`src/rtl/gas_station_multi.sv`:
```
// Multi-pump fuel controller: per-pump grade/credit FSMs plus one shared car wash behind a round-robin arbiter.
// Latency: inputs sampled on the rising edge, every output is registered and reflects that edge one cycle later.
// Backpressure: none; pulse inputs are consumed or ignored by state; wash requests wait until the washer is idle.
// Optional macro GAS_STATION_TOTALS_EN adds TOTAL_UNL/TOTAL_PREM/TOTAL_WASH lifetime counters.
module gas_station_multi #(
    parameter int NUM_PUMPS   = 4,
    parameter int CREDIT_W    = 8,
    parameter int PRICE_UNL   = 3,
    parameter int PRICE_PREM  = 4,
    parameter int WASH_COST   = 5,
    parameter int WASH_CYCLES = 8
) (
    input  logic                            clock,
    input  logic                            reset,
    input  logic [NUM_PUMPS-1:0]            UNLEADED,
    input  logic [NUM_PUMPS-1:0]            PREMIUM,
    input  logic [NUM_PUMPS-1:0]            MONEY,
    input  logic [NUM_PUMPS-1:0]            START,
    input  logic [NUM_PUMPS-1:0]            TANKFULL,
    input  logic [NUM_PUMPS-1:0]            CARWASH_I,
    input  logic                            EMERGENCY_STOP,
    output logic [2*NUM_PUMPS-1:0]          state,
    output logic [NUM_PUMPS-1:0]            READY,
    output logic [NUM_PUMPS-1:0]            FEEDME,
    output logic [NUM_PUMPS-1:0]            DELIVERGAS,
    output logic [NUM_PUMPS-1:0]            CARWASH_O,
    output logic [NUM_PUMPS-1:0]            CHANGE_VALID,
    output logic [CREDIT_W*NUM_PUMPS-1:0]   CHANGE,
    output logic                            WASH_BUSY
`ifdef GAS_STATION_TOTALS_EN
    ,
    output logic [31:0]                     TOTAL_UNL,
    output logic [31:0]                     TOTAL_PREM,
    output logic [31:0]                     TOTAL_WASH
`endif
);

    localparam int PTR_W = (NUM_PUMPS > 1) ? $clog2(NUM_PUMPS) : 1;
    localparam int CNT_W = $clog2(WASH_CYCLES + 1);
    localparam logic [CREDIT_W:0] P_UNL  = (CREDIT_W+1)'(PRICE_UNL);
    localparam logic [CREDIT_W:0] P_PREM = (CREDIT_W+1)'(PRICE_PREM);
    localparam logic [CREDIT_W:0] C_WASH = (CREDIT_W+1)'(WASH_COST);

    typedef enum logic [1:0] {
        ST_READY   = 2'b00,
        ST_FEEDME  = 2'b01,
        ST_DELIVER = 2'b10,
        ST_WASH    = 2'b11
    } pump_st_t;

    pump_st_t                    r_state      [NUM_PUMPS];
    pump_st_t                    w_state_nxt  [NUM_PUMPS];
    logic [CREDIT_W-1:0]         r_credit     [NUM_PUMPS];
    logic [CREDIT_W-1:0]         w_credit_nxt [NUM_PUMPS];
    logic [NUM_PUMPS-1:0]        r_prem, w_prem_nxt;
    logic [NUM_PUMPS-1:0]        r_latch, w_latch_nxt;
    logic [NUM_PUMPS-1:0]        r_chg_vld, w_chg_vld_nxt;
    logic [CREDIT_W*NUM_PUMPS-1:0] r_chg, w_chg_nxt;
    logic [NUM_PUMPS-1:0]        w_req;

    logic                        r_busy, w_busy_nxt;
    logic [PTR_W-1:0]            r_owner, w_owner_nxt;
    logic [PTR_W-1:0]            r_ptr, w_ptr_nxt;
    logic [CNT_W-1:0]            r_cnt, w_cnt_nxt;
    logic                        w_gnt_vld;
    logic [PTR_W-1:0]            w_gnt_idx;
    logic                        w_wash_done;
`ifdef GAS_STATION_TOTALS_EN
    logic [NUM_PUMPS-1:0]        w_unl_ded, w_prem_ded;
`endif

    // Round-robin pick: lowest requesting index at or above the pointer, wrapping.
    always_comb begin
        int v_idx;
        v_idx     = 0;
        w_gnt_vld = 1'b0;
        w_gnt_idx = '0;
        for (int i = 0; i < NUM_PUMPS; i++) begin
            w_req[i] = (r_state[i] == ST_WASH);
        end
        // Walk offsets from farthest to nearest so the nearest requester is the last writer.
        for (int k = NUM_PUMPS - 1; k >= 0; k--) begin
            v_idx = (int'(r_ptr) + k) % NUM_PUMPS;
            if (w_req[PTR_W'(v_idx)]) begin
                w_gnt_vld = 1'b1;
                w_gnt_idx = PTR_W'(v_idx);
            end
        end
        if (r_busy || EMERGENCY_STOP) begin
            w_gnt_vld = 1'b0;
        end
    end

    // Washer occupancy: count down WASH_CYCLES after a grant, abort on emergency stop.
    always_comb begin
        w_busy_nxt  = r_busy;
        w_owner_nxt = r_owner;
        w_cnt_nxt   = r_cnt;
        w_ptr_nxt   = r_ptr;
        w_wash_done = 1'b0;
        if (EMERGENCY_STOP) begin
            w_busy_nxt = 1'b0;
            w_cnt_nxt  = '0;
        end else if (r_busy) begin
            if (r_cnt == '0) begin
                w_busy_nxt  = 1'b0;
                w_wash_done = 1'b1;
            end else begin
                w_cnt_nxt = r_cnt - 1'b1;
            end
        end else if (w_gnt_vld) begin
            w_busy_nxt  = 1'b1;
            w_owner_nxt = w_gnt_idx;
            w_cnt_nxt   = CNT_W'(WASH_CYCLES - 1);
            w_ptr_nxt   = (w_gnt_idx == PTR_W'(NUM_PUMPS - 1)) ? '0 : w_gnt_idx + 1'b1;
        end
    end

    // Per-pump next state, credit bookkeeping and change generation.
    always_comb begin
        logic                v_in_washer;
        logic                v_to_ready;
        logic [CREDIT_W:0]   v_price;
        logic [CREDIT_W:0]   v_reserve;
        logic [CREDIT_W:0]   v_credit;
        logic [CREDIT_W:0]   v_refund;
        v_in_washer   = 1'b0;
        v_to_ready    = 1'b0;
        v_price       = '0;
        v_reserve     = '0;
        v_credit      = '0;
        v_refund      = '0;
        w_prem_nxt    = r_prem;
        w_latch_nxt   = r_latch;
        w_chg_vld_nxt = '0;
        w_chg_nxt     = '0;
`ifdef GAS_STATION_TOTALS_EN
        w_unl_ded     = '0;
        w_prem_ded    = '0;
`endif
        for (int i = 0; i < NUM_PUMPS; i++) begin
            w_state_nxt[i]  = r_state[i];
            w_credit_nxt[i] = r_credit[i];
            v_in_washer     = r_busy && (r_owner == PTR_W'(i));
            v_price         = r_prem[i] ? P_PREM : P_UNL;
            v_reserve       = r_latch[i] ? C_WASH : '0;
            v_credit        = {1'b0, r_credit[i]};
            v_to_ready      = 1'b0;
            v_refund        = '0;
            if (EMERGENCY_STOP) begin
                if (r_state[i] != ST_READY) begin
                    v_to_ready = 1'b1;
                    // A car pulled out of the washer gets its wash fee back.
                    v_refund   = v_in_washer ? C_WASH : '0;
                end
            end else begin
                case (r_state[i])
                    ST_READY: begin
                        if (UNLEADED[i]) begin
                            w_state_nxt[i] = ST_FEEDME;
                            w_prem_nxt[i]  = 1'b0;
                        end else if (PREMIUM[i]) begin
                            w_state_nxt[i] = ST_FEEDME;
                            w_prem_nxt[i]  = 1'b1;
                        end
                    end
                    ST_FEEDME: begin
                        if (MONEY[i] && (r_credit[i] != '1)) begin
                            w_credit_nxt[i] = r_credit[i] + 1'b1;
                        end
                        if (CARWASH_I[i]) begin
                            w_latch_nxt[i] = 1'b1;
                        end
                        if (START[i] && (v_credit >= v_price)) begin
                            w_state_nxt[i] = ST_DELIVER;
                        end
                    end
                    ST_DELIVER: begin
                        // A late wash request only changes the reserve from the next edge on.
                        if (CARWASH_I[i]) begin
                            w_latch_nxt[i] = 1'b1;
                        end
                        if (!TANKFULL[i] && (v_credit >= v_price + v_reserve)) begin
                            w_credit_nxt[i] = r_credit[i] - v_price[CREDIT_W-1:0];
`ifdef GAS_STATION_TOTALS_EN
                            if (r_prem[i]) w_prem_ded[i] = 1'b1;
                            else           w_unl_ded[i]  = 1'b1;
`endif
                        end else if (r_latch[i] && (v_credit >= C_WASH)) begin
                            w_state_nxt[i] = ST_WASH;
                        end else begin
                            v_to_ready = 1'b1;
                        end
                    end
                    ST_WASH: begin
                        if (w_gnt_vld && (w_gnt_idx == PTR_W'(i))) begin
                            w_credit_nxt[i] = r_credit[i] - C_WASH[CREDIT_W-1:0];
                        end
                        if (v_in_washer && w_wash_done) begin
                            v_to_ready = 1'b1;
                        end
                    end
                    default: ;
                endcase
            end
            if (v_to_ready) begin
                w_state_nxt[i]                       = ST_READY;
                w_chg_vld_nxt[i]                     = 1'b1;
                w_chg_nxt[i*CREDIT_W +: CREDIT_W]    = r_credit[i] + v_refund[CREDIT_W-1:0];
                w_credit_nxt[i]                      = '0;
                w_prem_nxt[i]                        = 1'b0;
                w_latch_nxt[i]                       = 1'b0;
            end
        end
    end

    // State, credit, washer and change registers.
    always_ff @(posedge clock or posedge reset) begin
        if (reset) begin
            for (int i = 0; i < NUM_PUMPS; i++) begin
                r_state[i]  <= ST_READY;
                r_credit[i] <= '0;
            end
            r_prem    <= '0;
            r_latch   <= '0;
            r_chg_vld <= '0;
            r_chg     <= '0;
            r_busy    <= 1'b0;
            r_owner   <= '0;
            r_ptr     <= '0;
            r_cnt     <= '0;
        end else begin
            for (int i = 0; i < NUM_PUMPS; i++) begin
                r_state[i]  <= w_state_nxt[i];
                r_credit[i] <= w_credit_nxt[i];
            end
            r_prem    <= w_prem_nxt;
            r_latch   <= w_latch_nxt;
            r_chg_vld <= w_chg_vld_nxt;
            r_chg     <= w_chg_nxt;
            r_busy    <= w_busy_nxt;
            r_owner   <= w_owner_nxt;
            r_ptr     <= w_ptr_nxt;
            r_cnt     <= w_cnt_nxt;
        end
    end

`ifdef GAS_STATION_TOTALS_EN
    // Lifetime counters; emergency-aborted washes never reach w_wash_done.
    always_ff @(posedge clock or posedge reset) begin
        if (reset) begin
            TOTAL_UNL  <= '0;
            TOTAL_PREM <= '0;
            TOTAL_WASH <= '0;
        end else begin
            TOTAL_UNL  <= TOTAL_UNL  + 32'($countones(w_unl_ded));
            TOTAL_PREM <= TOTAL_PREM + 32'($countones(w_prem_ded));
            TOTAL_WASH <= TOTAL_WASH + {31'd0, w_wash_done};
        end
    end
`endif

    for (genvar g = 0; g < NUM_PUMPS; g++) begin : g_out
        assign state[2*g +: 2] = r_state[g];
        assign READY[g]        = (r_state[g] == ST_READY);
        assign FEEDME[g]       = (r_state[g] == ST_FEEDME);
        assign DELIVERGAS[g]   = (r_state[g] == ST_DELIVER);
        assign CARWASH_O[g]    = r_busy && (r_owner == PTR_W'(g));
    end

    assign CHANGE_VALID = r_chg_vld;
    assign CHANGE       = r_chg;
    assign WASH_BUSY    = r_busy;

endmodule
```
`config.mk`:
```
export PLATFORM = sky130hd
export DESIGN_NAME = gas_station_multi
export DESIGN_NICKNAME = d
export VERILOG_FILES = /design/src/rtl/gas_station_multi.sv
export SDC_FILE = /design/constraint.sdc
export NUM_CORES = 1
export LEC_CHECK = 0
export BUFFER_PORTS_ARGS = -buffer_cell sky130_fd_sc_hd__clkbuf_2
export CORE_UTILIZATION = 45
export DETAILED_ROUTE_END_ITERATION = 10
export GPL_TIMING_DRIVEN = 0
export PLACE_DENSITY = 0.75
export SYNTH_ARGS = -nofsm -noshare
export SYNTH_HDL_FRONTEND = slang
export SYNTH_SLANG_ARGS = --single-unit
```
`constraint.sdc`:
```
create_clock -name clock -period 6.8 [get_ports clock]
set_clock_uncertainty 0.15 [all_clocks]
set_input_delay 0.34 -clock clock [delete_from_list [all_inputs] [get_ports clock]]
set_output_delay 0.34 -clock clock [all_outputs]
set_load 0.1 [all_outputs]
```
==> flow_summary.json, run 1 <==
{
  "insertion_delay_ps": 360,
  "area_delta_synth_final_pct": 14.1,
  "cpLargestDelayFamily": "compound AO/OA/AOI/OAI gates",
  "cts.sinks": 93,
  "drv_cap": 0,
  "r2r-start": "state[0]",
  "cp-end-kind": "register",
  "switching_share_pct": 54.2,
  "async_flop_share_pct": 100,
  "gr-usage-all-layers_pct": 24.0,
  "drive_gt1_share_pct": 13.5,
  "comb_power_share_pct": 64.4,
  "peakVddDrop_mv": 0.385,
  "core_um2": 16800,
  "grt_max_degree": 67,
  "start_kind": "register",
  "place.gp.congestion": 0.930,
  "nets": 1144,
  "cpPeakStageDelay_ps": 440,
  "critPathSlowestCell": "dfrtp_1",
  "power.share.sequential_pct": 21.0,
  "hold_class": "input pin to register",
  "first_pass_iters": 6,
  "cts_tree": "built",
  "syn_avg_cell_area_um2": 8.46,
  "intPower_mw": 1.90,
  "rsz0062_at_grt": "no",
  "path_clk_slew_ps": 70,
  "io_pins": 88,
  "start_util_pct": 46.7,
  "vias": 7211,
  "synth_fp_nets": 1044,
  "slew_headroom_pct": 40.6,
  "fmax_mhz": 249,
  "arrival_ps": 4140,
  "synthCells": 924,
  "synthTopCellsByArea": "dfrtp_1 30%, ha_1 14%, nor2_1 4.5%",
  "synth_top_cell_by_area": "dfrtp_1",
  "r2r_end": "r_credit[19]",
  "critical_path_buf_inv_count": 4,
  "reg2reg_slack_ps": 2780,
  "dieArea_um2": 17900,
  "min_period_over_period_pct": 59.1,
  "tightest_slew_ps": 882,
  "status": "completed",
  "p_clk_share_pct": 14.6,
  "setup_viol": 0,
  "rr_worst_depth": 16,
  "cts_buffers": 9,
  "fp.dieW_um": 134,
  "finalPower_mw": 4.15,
  "required_ps": 6920,
  "die_height_um": 134,
  "n_fill_cell": 1600,
  "power.leakage_nw": 4.22,
  "cts-root-buf": "clkbuf_16",
  "grt_pass1_vias": 6839,
  "final_cell_mix": "93 x dfrtp_1, 93 x nor2_1, 89 x ha_1",
  "synth_warnings": 0,
  "grt_pass1_wl_mm": 34.2,
  "synth_seq_area_share_pct": 29.8,
  "min_to": "r_prem[2]",
  "worstSetupPathType": "register to register",
  "crit_path_max_fanout": 10,
  "hold_viol": 0,
  "fin_cells": 1249,
  "cts_resized": 0,
  "setup-tns-final_ps": 0,
  "synth_top_cell_area_share_pct": 29.8,
  "ant_nets": 0,
  "synth_cell_types": 76,
  "placementRows": 47,
  "multiInputGateArea_um2": 5000,
  "synthFlopType": "dfrtp_1",
  "viasPerCell": 5.77,
  "gr-total-overflow": 0,
  "antenna_found_initial": 0,
  "cts_max_path_buffers": 2,
  "drc": 0,
  "dp.cells": 1232,
  "cts_setup_buffers": 0,
  "whs_path_depth": 2,
  "p_sw_mw": 2.25,
  "diodes": 0,
  "htreeDepth": 3,
  "synth-seq-cells": 93,
  "synth_area_um2": 7820,
  "hold_start": "UNLEADED[2]",
  "totalWireLength_mm": 20.4,
  "synth-edff-count": 0,
  "path_cells": "ha_1 -> clkbuf_1 -> inv_1 -> clkbuf_1 -> nor2_1 -> a21oi_1 -> o22ai_1 -> a21oi_1 -> ha_1 -> nand2_1 -> o2bb2ai_1 -> o2111ai_1 -> a221o_1 -> clkbuf_1 -> o21bai_1 -> a21oi_1",
  "drt_iter0_markers": 678,
  "drv_slew": 0,
  "wire_per_inst_um": 16.3,
  "ctsHoldBuffers": 1,
  "powerDensity_nw_per_um2": 465,
  "dp_hpwl_mm": 15.4,
  "numPortBuffers": 87,
  "min_period_ps": 4020,
  "seq_area_um2": 2330
}
## power by group through the flow
| stage | Clock, mW | Combinational, mW | Sequential (mW) |
|---|---|---|---|
| finish | 0.607 | 2.67 | 0.870 |
| global route | 0.648 | 2.93 | 0.890 |
| CTS | 0.622 | 2.66 | 0.866 |
| detailed placement | 0 | 2.64 | 0.876 |
| global placement | 0 | 2.61 | 0.871 |
| floorplan | 0 | 1.79 | 1.18 |
## layer usage
metal | wire, um | share of wire, % | global-route usage (%) | up-vias
met4 | 229 | 1.1 | 5.81 | 0
met3 | 1450 | 7.1 | 5.22 | 18
met1 | 9360 | 46 | 32.9 | 3424
li1 | - | - | - | 3496
met2 | 9380 | 46 | 38.5 | 273
met5 | 0 | 0 | 0 | -
## logic make-up after synthesis
kind of cell | synth area share (%)
AO/OA/AOI/OAI | 21.6
XOR/XNOR | 6.38
adder cells (fa/ha/maj) | 15.3
buffers and inverters | 6.32
flip-flops | 29.8
multiplexers | 1.06
AND/OR/NAND/NOR | 19.6
## worst max path at each step
stage,startpoint,endpoint,depth (start not counted)
floorplan,WASH_BUSY,CHANGE[21],9
global placement,reset,r_credit[11],2
detailed placement,state[0],r_credit[19],16
CTS,state[0],r_credit[19],16
global route,state[0],r_credit[10],16
finish,state[0],r_credit[19],16
## stage by stage
stage	hold WS [ps]	utilization, %	cell area, um2	setup WS [ps]
floorplan	280	-	7820	1600
global placement	370	50.9	8530	2720
detailed placement	191	51.1	8560	2850
CTS	0.659	53.3	8930	2830
global route	0.816	53.3	8930	2450
finish	7.68	53.3	8930	2780
## synth_stat cells (15+ instances only)
master	instances
xnor2_1	29
clkbuf_1	36
xor2_1	28
ha_1	89
nor2_1	93
inv_1	65
o21ai_0	39
nand3_1	32
a21o_1	15
nor2b_1	20
and2_1	20
a21oi_1	52
dfrtp_1	93
nand2_1	64
nor3_1	22
## final cells by class
class,count,area share [%]
clock inverter,6,1.30
buffer,54,2.72
tap,220,3.08
multi-input combinational,710,56.0
inverter,67,2.85
clock buffer,10,2.68
timing repair buffer,89,5.30
sequential,93,26.1
## sequential cells by signal, indices dropped and copies added (netlist names)
name and cells:
r_cnt 4, r_ptr 2, state 8, r_prem 4
r_latch 4, r_owner 2, CHANGE_VALID 4, CHANGE 32
r_credit 32, WASH_BUSY 1
Power figures use the tool's default switching activity.
==> inputs of run 2 (changes only) <==
--- a/config.mk
+++ b/config.mk
@@ -5,6 +5,7 @@
 export SDC_FILE = /design/constraint.sdc
 export NUM_CORES = 1
 export LEC_CHECK = 0
+export ABC_AREA = 1
 export BUFFER_PORTS_ARGS = -buffer_cell sky130_fd_sc_hd__clkbuf_2
 export CORE_UTILIZATION = 45
 export DETAILED_ROUTE_END_ITERATION = 10
==> constraint.sdc (replaced) <==
create_clock -name clock -period 3.8 [get_ports clock]
set_clock_uncertainty 0.15 [all_clocks]
set_input_delay 0.19 -clock clock [delete_from_list [all_inputs] [get_ports clock]]
set_output_delay 0.19 -clock clock [all_outputs]
set_load 0.1 [all_outputs]
==> flow_summary.json, run 2 <==
{
  "critical_path_buf_inv_count": 4,
  "cts_buffers": 9,
  "vias": 7982,
  "fin_util_pct": 52.3,
  "path_cells": "ha_1 -> buf_4 -> inv_2 -> o21ai_1 -> inv_1 -> nor2_1 -> a21oi_1 -> o22ai_1 -> o21ai_1 -> ha_1 -> inv_1 -> o21ai_1 -> nand3_2 -> nand2_1 -> o21ai_0",
  "async_flop_share_pct": 100,
  "yosysMostFrequentCell": "nand2_1",
  "viasPerCell": 5.36,
  "drv_cap": 0,
  "fmax_mhz": 315,
  "cts.sinks": 93,
  "setup_viol": 0,
  "final_common_cell": "nand2_1",
  "synth_seq_area_share_pct": 28.2,
  "setup-tns-final_ps": 0,
  "slew_headroom_pct": 55.5,
  "io_pins": 88,
  "status": "completed",
  "rsz0062_at_grt": "no",
  "ant_nets": 0,
  "diodes": 0,
  "cts_resized": 0,
  "gr-usage-all-layers_pct": 23.5,
  "path_clk_slew_ps": 70,
  "syn_avg_cell_area_um2": 7.17,
  "synth_top_cell_by_area": "dfrtp_1",
  "n_fill_cell": 1737,
  "required_ps": 3880,
  "worstSetupPathType": "register to register",
  "arrival_ps": 3260,
  "seq_area_um2": 2330,
  "tightest_slew_ps": 667,
  "hold_slack_ps": 38.0,
  "fp.dieW_um": 137,
  "synthFlopType": "dfrtp_1",
  "synth_cell_types": 57,
  "drc": 0,
  "insertion_delay_ps": 360,
  "worst_path_most_repeated_cell": "o21ai_1",
  "synth_warnings": 0,
  "synthTopCellsByArea": "dfrtp_1 28%, ha_1 14%, nand2_1 11%",
  "synth-seq-cells": 93,
  "min_period_over_period_pct": 83.7,
  "cts_max_path_buffers": 2,
  "synth_fp_nets": 1269,
  "core_um2": 18000,
  "critPathSlowestCell": "dfrtp_1",
  "drv_slew": 0,
  "dp_hpwl_mm": 16.2,
  "final_cell_mix": "237 x nand2_1, 149 x inv_1, 120 x nor2_1",
  "synth-edff-count": 0,
  "first_pass_iters": 6,
  "place.gp.congestion": 0.931,
  "synthTopCellsByCount": "237 x nand2_1, 150 x inv_1, 120 x nor2_1",
  "placementRows": 49,
  "drive_gt1_share_pct": 16.7,
  "numPortBuffers": 86,
  "peakVddDrop_mv": 0.868,
  "totalWireLength_mm": 21.2,
  "area_delta_synth_final_pct": 14.0,
  "cts_tree": "built",
  "htreeDepth": 3,
  "cpLargestDelayFamily": "compound AO/OA/AOI/OAI gates",
  "grt_max_degree": 58,
  "wire_per_inst_um": 14.3,
  "hold_class": "input pin to register",
  "powerDensity_nw_per_um2": 843,
  "min_period_ps": 3180,
  "grt_pass1_vias": 7373,
  "synth_top_cell_area_share_pct": 28.2,
  "power.leakage_nw": 4.84,
  "start_util_pct": 45.9,
  "start_kind": "register",
  "die_height_um": 137,
  "dieArea_um2": 18900,
  "synth_area_um2": 8240,
  "crit_path_max_fanout": 9,
  "gr-total-overflow": 0,
  "hold_viol": 0,
  "cpPeakStageDelay_ps": 430,
  "antenna_found_initial": 0,
  "multiInputGateArea_um2": 5060,
  "nets": 1375,
  "cp-end-kind": "register",
  "grt_pass1_wl_mm": 35.1,
  "drt_iter0_markers": 757,
  "synthCells": 1149,
  "cts-root-buf": "clkbuf_16"
}
-- run 2: changes by cell type in the layout (fill, tap and decap cells not counted), moves of 10 or more --
| cell | previous run | this run |
|---|---|---|
| inv_2 | 0 | 12 |
| and2_1 | 20 | 0 |
| nor2b_1 | 20 | 0 |
| a211oi_1 | 12 | 2 |
| nand3_1 | 32 | 103 |
| nor3_1 | 22 | 11 |
| nand2_2 | 0 | 13 |
| nand2_1 | 64 | 237 |
| o21ai_0 | 39 | 71 |
| xnor2_1 | 29 | 1 |
| a21o_1 | 15 | 2 |
| clkbuf_1 | 36 | 4 |
| inv_1 | 64 | 149 |
| nor2_1 | 93 | 120 |
-- run 2: worst register-to-register path, delay by kind of cell (launching register included) --
kind / cells / cell delay, ps
AND/OR/NAND/NOR: 3 / 540
adder cells (fa/ha/maj): 2 / 410
flip-flops: 1 / 430
buffers and inverters: 4 / 450
AO/OA/AOI/OAI: 6 / 1060
-- run 2: worst paths after layout --
path                                  start           end  slack [ps]  cells past startpoint
min in group asynchronous             reset    CHANGE[19]         250                      3
worst min-delay path            UNLEADED[3]     r_prem[3]          40                      4
worst min register to register     state[7]      state[7]         420                      2
worst max register to register     state[6]   r_credit[7]         620                     15
max in group asynchronous             reset  r_credit[30]        2590                      4
worst max-delay path               state[6]   r_credit[7]         620                     15
-- run 2: metal layers --
| metal | part of all wire [%] | global-route usage, % | vias up |
|---|---|---|---|
| met5 | 0 | 0 | - |
| met4 | 2.4 | 9.46 | 0 |
| met3 | 5.0 | 2.76 | 38 |
| met2 | 47 | 38.3 | 259 |
| met1 | 46 | 31.5 | 3718 |
| li1 | - | - | 3967 |
-- run 2: metrics by stage --
stage / area, um2 / instances / setup slack, ps / total power, mW
6_report: 9390 / 1489 / 621 / 7.92
5_1_grt: 9390 / 1489 / 362 / 8.58
2_1_floorplan: 8260 / 1149 / -124 / 5.86
3_3_place_gp: 8980 / 1464 / -259 / 6.79
4_1_cts: 9390 / 1489 / 659 / 7.89
3_5_place_dp: 9010 / 1465 / 690 / 6.89
-- run 2: power breakdown --
part	internal (mW)	switching, mW
registers	1.25	0.283
clock network	0.522	0.449
logic	1.51	3.90
total	3.28	4.63
-- run 2: area by class of cell --
class	count	share of cell area [%]
multi-input combinational	854	53.8
sequential	93	24.8
inverter	169	6.95
timing repair buffer	95	5.73
tap	229	3.05
clock buffer	9	2.40
buffer	33	2.37
clock inverter	7	0.879
-- run 2: cell families (layout without fill, tap and decap cells) --
kind of cell | after synthesis | in the layout | synth area share (%)
xor+xnor | 32 | 32 | 3.40
mux | 1 | 1 | 0.137
simple gates | 539 | 539 | 29.4
fa+ha+maj | 93 | 93 | 14.5
buf+inv | 202 | 313 | 10.6
compound gates | 189 | 189 | 13.7
flops | 93 | 93 | 28.2
-- run 2: what timing repair did --
action / CTS / global route
hold buffers: 8 / 0
hold endpoints to repair: 43 / 0
buffers inserted: 0 / 0
